`config.mk`:
```
export PLATFORM = sky130hd
export DESIGN_NAME = refresh_scheduler
export DESIGN_NICKNAME = d
export VERILOG_FILES = /design/src/rtl/refresh_scheduler.sv
export SDC_FILE = /design/constraint.sdc
export NUM_CORES = 1
export LEC_CHECK = 0
export CORE_MARGIN = 10
export CORE_UTILIZATION = 35
export DETAILED_ROUTE_END_ITERATION = 7
export GPL_TIMING_DRIVEN = 0
export SETUP_SLACK_MARGIN = 0.15
export SLEW_MARGIN = 0
export SYNTH_ARGS = -nofsm -noshare
export SYNTH_HDL_FRONTEND = slang
export SYNTH_SLANG_ARGS = --single-unit
```
`constraint.sdc`:
```
create_clock -name clk -period 1.5 [get_ports clk]
set_input_delay 0.3 -clock clk [delete_from_list [all_inputs] [get_ports clk]]
set_output_delay 0.3 -clock clk [all_outputs]
set_load 0.01 [all_outputs]
```
`src/rtl/refresh_scheduler.sv`:
```
// Per-scanline DRAM refresh window generator with CPU-bus arbitration against DMA.
// Optional debug build (refresh_inhibit input, refresh_cnt output): define REFRESH_SCHED_DEBUG_EN.
module refresh_scheduler #(
  parameter int LINE_LEN    = 1364,
  parameter int REFRESH_POS = 538,
  parameter int REFRESH_LEN = 40,
  parameter int HW          = 11
) (
  input  logic          clk,
  input  logic          reset,
  input  logic          line_start,
  input  logic          cpu_en,
  input  logic          dma_req,
`ifdef REFRESH_SCHED_DEBUG_EN
  input  logic          refresh_inhibit,
  output logic [15:0]   refresh_cnt,
`endif
  output logic          dma_grant,
  output logic          refresh,
  output logic          cpu_stall,
  output logic [HW-1:0] hpos
);

  localparam int LW = $clog2(REFRESH_LEN + 1);

  typedef enum logic [0:0] {
    ST_IDLE    = 1'b0,
    ST_REFRESH = 1'b1
  } state_t;

  state_t          state_r, state_s;
  logic [LW-1:0]   len_cnt_r, len_cnt_s;
  logic [HW-1:0]   hpos_r, hpos_s;
  logic            pending_r, pending_s;
  logic            grant_r, grant_s;
  logic            inhibit_s;
  logic            set_pending_s;
  logic            start_s;

`ifdef REFRESH_SCHED_DEBUG_EN
  logic [15:0]     refresh_cnt_r;
  assign inhibit_s   = refresh_inhibit;
  assign refresh_cnt = refresh_cnt_r;
`else
  assign inhibit_s   = 1'b0;
`endif

  // Next-state logic for line position, pending request, refresh FSM and DMA grant.
  always_comb begin
    state_s       = state_r;
    len_cnt_s     = len_cnt_r;
    hpos_s        = hpos_r;
    pending_s     = pending_r;
    grant_s       = grant_r;
    set_pending_s = (hpos_r == HW'(REFRESH_POS)) && !line_start && !inhibit_s;
    start_s       = (state_r == ST_IDLE) && pending_r && cpu_en;

    if (line_start) begin
      hpos_s = {HW{1'b0}};
    end else if (hpos_r == HW'(LINE_LEN - 1)) begin
      hpos_s = {HW{1'b0}};
    end else begin
      hpos_s = hpos_r + HW'(1);
    end

    // A new request on the same edge as a refresh start is kept for the next window.
    if (set_pending_s) begin
      pending_s = 1'b1;
    end else if (start_s) begin
      pending_s = 1'b0;
    end else begin
      pending_s = pending_r;
    end

    case (state_r)
      ST_IDLE: begin
        if (start_s) begin
          state_s   = ST_REFRESH;
          len_cnt_s = LW'(1);
        end else begin
          state_s   = ST_IDLE;
          len_cnt_s = {LW{1'b0}};
        end
      end
      ST_REFRESH: begin
        if (len_cnt_r == LW'(REFRESH_LEN)) begin
          state_s   = ST_IDLE;
          len_cnt_s = {LW{1'b0}};
        end else begin
          state_s   = ST_REFRESH;
          len_cnt_s = len_cnt_r + LW'(1);
        end
      end
      default: begin
        state_s   = ST_IDLE;
        len_cnt_s = {LW{1'b0}};
      end
    endcase

    // Refresh start preempts the grant; otherwise the grant only moves on CPU boundaries.
    if (start_s) begin
      grant_s = 1'b0;
    end else if (cpu_en) begin
      if (!dma_req) begin
        grant_s = 1'b0;
      end else if (!pending_r && (state_r == ST_IDLE) && !grant_r) begin
        grant_s = 1'b1;
      end else begin
        grant_s = grant_r;
      end
    end else begin
      grant_s = grant_r;
    end
  end

  // State registers.
  always_ff @(posedge clk or posedge reset) begin
    if (reset) begin
      state_r   <= ST_IDLE;
      len_cnt_r <= {LW{1'b0}};
      hpos_r    <= {HW{1'b0}};
      pending_r <= 1'b0;
      grant_r   <= 1'b0;
    end else begin
      state_r   <= state_s;
      len_cnt_r <= len_cnt_s;
      hpos_r    <= hpos_s;
      pending_r <= pending_s;
      grant_r   <= grant_s;
    end
  end

`ifdef REFRESH_SCHED_DEBUG_EN
  // Saturating count of refresh windows started.
  always_ff @(posedge clk or posedge reset) begin
    if (reset) begin
      refresh_cnt_r <= 16'h0000;
    end else if (start_s && (refresh_cnt_r != 16'hFFFF)) begin
      refresh_cnt_r <= refresh_cnt_r + 16'h0001;
    end else begin
      refresh_cnt_r <= refresh_cnt_r;
    end
  end
`endif

  assign refresh   = (state_r == ST_REFRESH);
  assign dma_grant = grant_r;
  assign cpu_stall = refresh | dma_grant;
  assign hpos      = hpos_r;

endmodule

```
=== Word-level counts from Yosys, hierarchy flattened ===
Cells that the tools add are included.

* Reduce and logical (&&, ||, !) cells: 11
* Bitwise operators: 2
* $add $sub $neg: 2
* Muxes and demuxes: 14
* Equal/unequal tests: 4

{| class="wikitable"
|+ Operators by type and width
! operator !! count
|-
| $mux 11 || 2
|-
| $pmux 6 s2 || 1
|-
| $add 11x1->11 const B || 1
|-
| $eq 11x10->1 const B || 1
|-
| $eq 11x11->1 const B || 1
|-
| $mux 1 || 9
|-
| $add 6x1->6 const B || 1
|-
| $eq 6x6->1 const B || 1
|-
| $mux 6 || 1
|-
| $logic_and 1x1->1 || 5
|-
| $reduce_bool 2->1 || 2
|-
| $logic_not 1->1 || 3
|-
| $ne 3x1->1 const B || 1
|-
| $pmux 1 s2 || 1
|-
| $reduce_and 2->1 || 1
|-
| $not 1->1 || 1
|-
| $or 1x1->1 || 1
|}

* Flip-flop bits (word level): 20
* Output and inout bits: 14
* Input bits: 5
* Word-level logic and storage cells: 38

=== Logic depth before layout (Yosys ltp) ===
* Word-level depth: 7
* Mapped depth: 5
* Gate-level depth less buffers: 5

=== Worst setup path before layout ===
OpenSTA, ideal clock, no wires.

* Path kind: reg2reg
* Start point: register hpos_r[0], in the netlist hpos[0]
* End point: register hpos_r[10], in the netlist hpos[10]
* Cell stages (with the launch flop): 5
* Setup time: 77 ps
* Data required time: 1423 ps
* Arrival time: 1428 ps
* Setup slack: -5 ps
* Path through: dfrtp_1 > ha_1 > nand4_1 > or4_1 > a21oi_1

* Word-level cells in the longest chain between the ends: 3
* Elaborated cells between the ends (all ways): 4

{| class="wikitable"
|+ Ends and longest elaborated chain
! element !! RTL line !! source
|-
| start, declared || 33 || <nowiki>logic [HW-1:0] hpos_r, hpos_s;</nowiki>
|-
| start signal, assigned || 121 || <nowiki>hpos_r <= {HW{1'b0}};</nowiki>
|-
| start signal, assigned || 127 || <nowiki>hpos_r <= hpos_s;</nowiki>
|-
| $add 11x1->11 or $eq 11x11->1 (tied branches) || 63, 60 ||
|-
| $mux 11 (*) || 60 || <nowiki>end else if (hpos_r == HW'(LINE_LEN - 1)) begin</nowiki>
|-
| $mux 11 (*) || 58 || <nowiki>if (line_start) begin</nowiki>
|-
| via hpos_s[10] || 33 ||
|}

The timed path passes the listed nets; every way through them passes the cells marked *.
A chain may end at the register's enable or synchronous reset.

=== Worst setup path after layout ===
* Start point: register hpos_r[7], in the netlist hpos[7]
* End point: register hpos_r[8], in the netlist hpos[8]

Same word-level chain as after synthesis.

==> flow_summary_export.csv <==
group,metric,value,unit
grt,grt_pass1_wl,4240,um
final_layout,final_nets,154,
synth,synth_ff_type,"dfrtp_1",
clocking,cts_tree,"done",
synth,async_flop_share,1.00,
grt,met3_usage,0.0367,
synth,syn_inst,97,
floorplanning,io_pins,19,
synth,syn_avg_cell_area,10.2,sq um
critical_path,path_class,"flop to flop",
final_layout,n_fill_cell,249,
sta,hold_violations,0,
run_status,outcome,"finished, violations left",
sta,tns,-0.00688,ns
grt,antenna_found_initial,0,
clocking,cts.path.max_buffers,2,
critical_path,cp.arrival,1.70,ns
final_layout,diodes,0,
sta,relSlewSlack,0.496,
floorplanning,die_w,73.1,um
sta,setup_viol,1,
synth,yosys-top-cells-count,"dfrtp_1 (20), a21oi_1 (7), inv_1 (7), nor2_1 (7), o21ai_0 (7)",
floorplanning,rows,19,
grt,grt_max_degree,21,
sta,min_period,1.51,ns
run_status,violations,"setup timing",
sta,worst_pin_slew,0.755,ns
route,wl_per_cell,14.7,um
sta,max_freq,0.664,GHz
floorplanning,coreArea,0.00273,sq mm
sta,drv_slew,0,
min_path,min_path_type,"primary input to asynchronous set/reset pin",
synth,yosysTopAreaCell,"dfrtp_1",
floorplanning,dieArea,0.00534,sq mm
synth,yosysMostFrequentCell,"dfrtp_1",
critical_path,path_max_fanout,5,
synth,synth_warnings,0,
sta,rsz0062_at_grt,"yes",
floorplanning,start_util,0.361,
placement,hpwl,1610,um
critical_path,cp-end-kind,"flop",
synth,ys_types,26,
synth,synth_edf_count,0,
floorplanning,die_h,73.1,um
grt,met2_usage,0.168,
synth,netlist.area_leader.share,0.508,
clocking,h-tree-depth,1,
final_layout,final_util,0.562,
route,wl,2570,um
route,drt_iter0_drc,27,
route,dr_total_vias,903,
power_and_ir_drop,vdd_ir_drop_max,0.495,mV
power_and_ir_drop,power.density,664,mW/mm^2
power_and_ir_drop,p_leak,0.665,nW
sta,post-route-period-util,1.00,
grt,grt_pass1_vias,926,
synth,ys_seq_elements,20,
clocking,cts_sinks,20,
synth,yosysSeqAreaShare,0.508,
grt,grtUsageMet1,0.110,
route,firstDrtPassIters,3,
grt,overflow,0,
grt,grt-busiest-layer,"met2",
clocking,clk_pin_slew,0.12,ns
clocking,clk_latency,0.31,ns
placement,gp_congestion,0.796,
route,drc,0,
final_layout,layout-drive-gt1-share,0.431,
grt,grt.total_usage,0.101,
placement,port_buffers,18,
flow_run,cap_violations,0,
clocking,cts_root_buf,"clkbuf_4",
sta,setup_ws,-0.00688,ns
clocking,hold_buffers,0,
critical_path,worst_setup_path_start_kind,"flop",
synth,synth_area,986,sq um
sta,fin_skew,0.00467,ns
route,vias_per_cell,5.16,
clocking,cts_buffers,3,
final_layout,area_growth,56.0,%
synth,syn-num-nets,106,
route,postRouteAntennaNets,0,
critical_path,critPathRequiredTime,1.69,ns
synth,ys_top_cells_by_area,"dfrtp_1 (51%), ha_1 (5.1%), a21oi_1 (3.6%)",
worst max-delay path: stages, from the launching register on:
cell     delay, ns
dfrtp_1       0.41
buf_6         0.12
or3_4         0.38
o31ai_4       0.26
buf_6         0.18
a21oi_2       0.04
flip-flops by register name (all words and copies together) (netlist names):
name and cells:
refresh 1, hpos 11, dma_grant 1, len_cnt_r 6, pending_r 1
final timing paths:
| path | start | to | slack (ns) | cells after the start |
|---|---|---|---|---|
| hold reg to reg | pending_r | dma_grant | 0.52 | 1 |
| setup / recovery | hpos[7] | hpos[8] | -0.007 | 5 |
| min in group clk | pending_r | dma_grant | 0.52 | 1 |
| setup reg to reg | hpos[7] | hpos[8] | -0.007 | 5 |
| max in group asynchronous | reset | hpos[6] | 0.57 | 2 |
| hold / removal | reset | hpos[3] | 0.41 | 2 |
cells in the final DEF (no fill, tap or decap), drive strengths merged, types with 5 or more instances in the layout:
master        n
buf          31
dfrtp        20
inv           7
o21ai         7
a21oi         7
nor2          7
nand2         6
dlygate4sd2   5
nand3         5
or3           5
layer usage:
layer  up-vias  routed length, um
li1        443                  -
met1       440               1110
met2        16               1230
met3         4                172
met4         0                 51
met5         -                  0
final cells by class:
type	instances	area [sq um]	area share
multi-input combinational	69	544	0.354
timing repair buffer	43	369	0.240
tap	31	38.8	0.0252
buffer	1	11.3	0.00732
sequential	20	512	0.333
inverter	7	26.3	0.0171
clock buffer	4	36.3	0.0236
cells by family (layout without fill, tap and decap cells):
| kind of cell | after synthesis | count (layout) | synth area share |
|---|---|---|---|
| and+or+nand+nor | 39 | 39 | 0.230 |
| AOI/OAI and AO/OA | 20 | 20 | 0.124 |
| DFF | 20 | 20 | 0.508 |
| buffers and inverters | 8 | 55 | 0.0343 |
| xor gates and xnor gates | 6 | 6 | 0.0533 |
| adders and majority gates | 4 | 4 | 0.0508 |
what timing repair did:
item                                    4_1_cts  5_1_grt
gates resized for setup                      46       11
endpoints found under the setup margin       29       17
gates cloned                                  1        0
setup buffers                                23        1
pin swaps                                     7        4
power breakdown:
part           switching, W  internal [W]  leakage [nW]
clock              0.000171      0.000148        0.0210
sequential       0.00000619      0.000549         0.261
combinational     0.0000680     0.0000794         0.383
per-stage QoR:
step | total power (W) | instance area (sq um) | std cells | worst slack (ns) | hold WS [ns]
final | 0.00102 | 1540 | 175 | -0.00688 | 0.409
after global routing | 0.00106 | 1540 | 175 | -0.0536 | 0.473
after CTS | 0.00102 | 1500 | 174 | -0.0321 | 0.449
after floorplan | 0.000618 | 1020 | 97 | 0.149 | 0.264
after detailed placement | 0.000666 | 1240 | 146 | -0.0304 | 0.500
after global placement | 0.000664 | 1240 | 146 | -0.0115 | 0.498
Power figures use the tool's default switching activity.
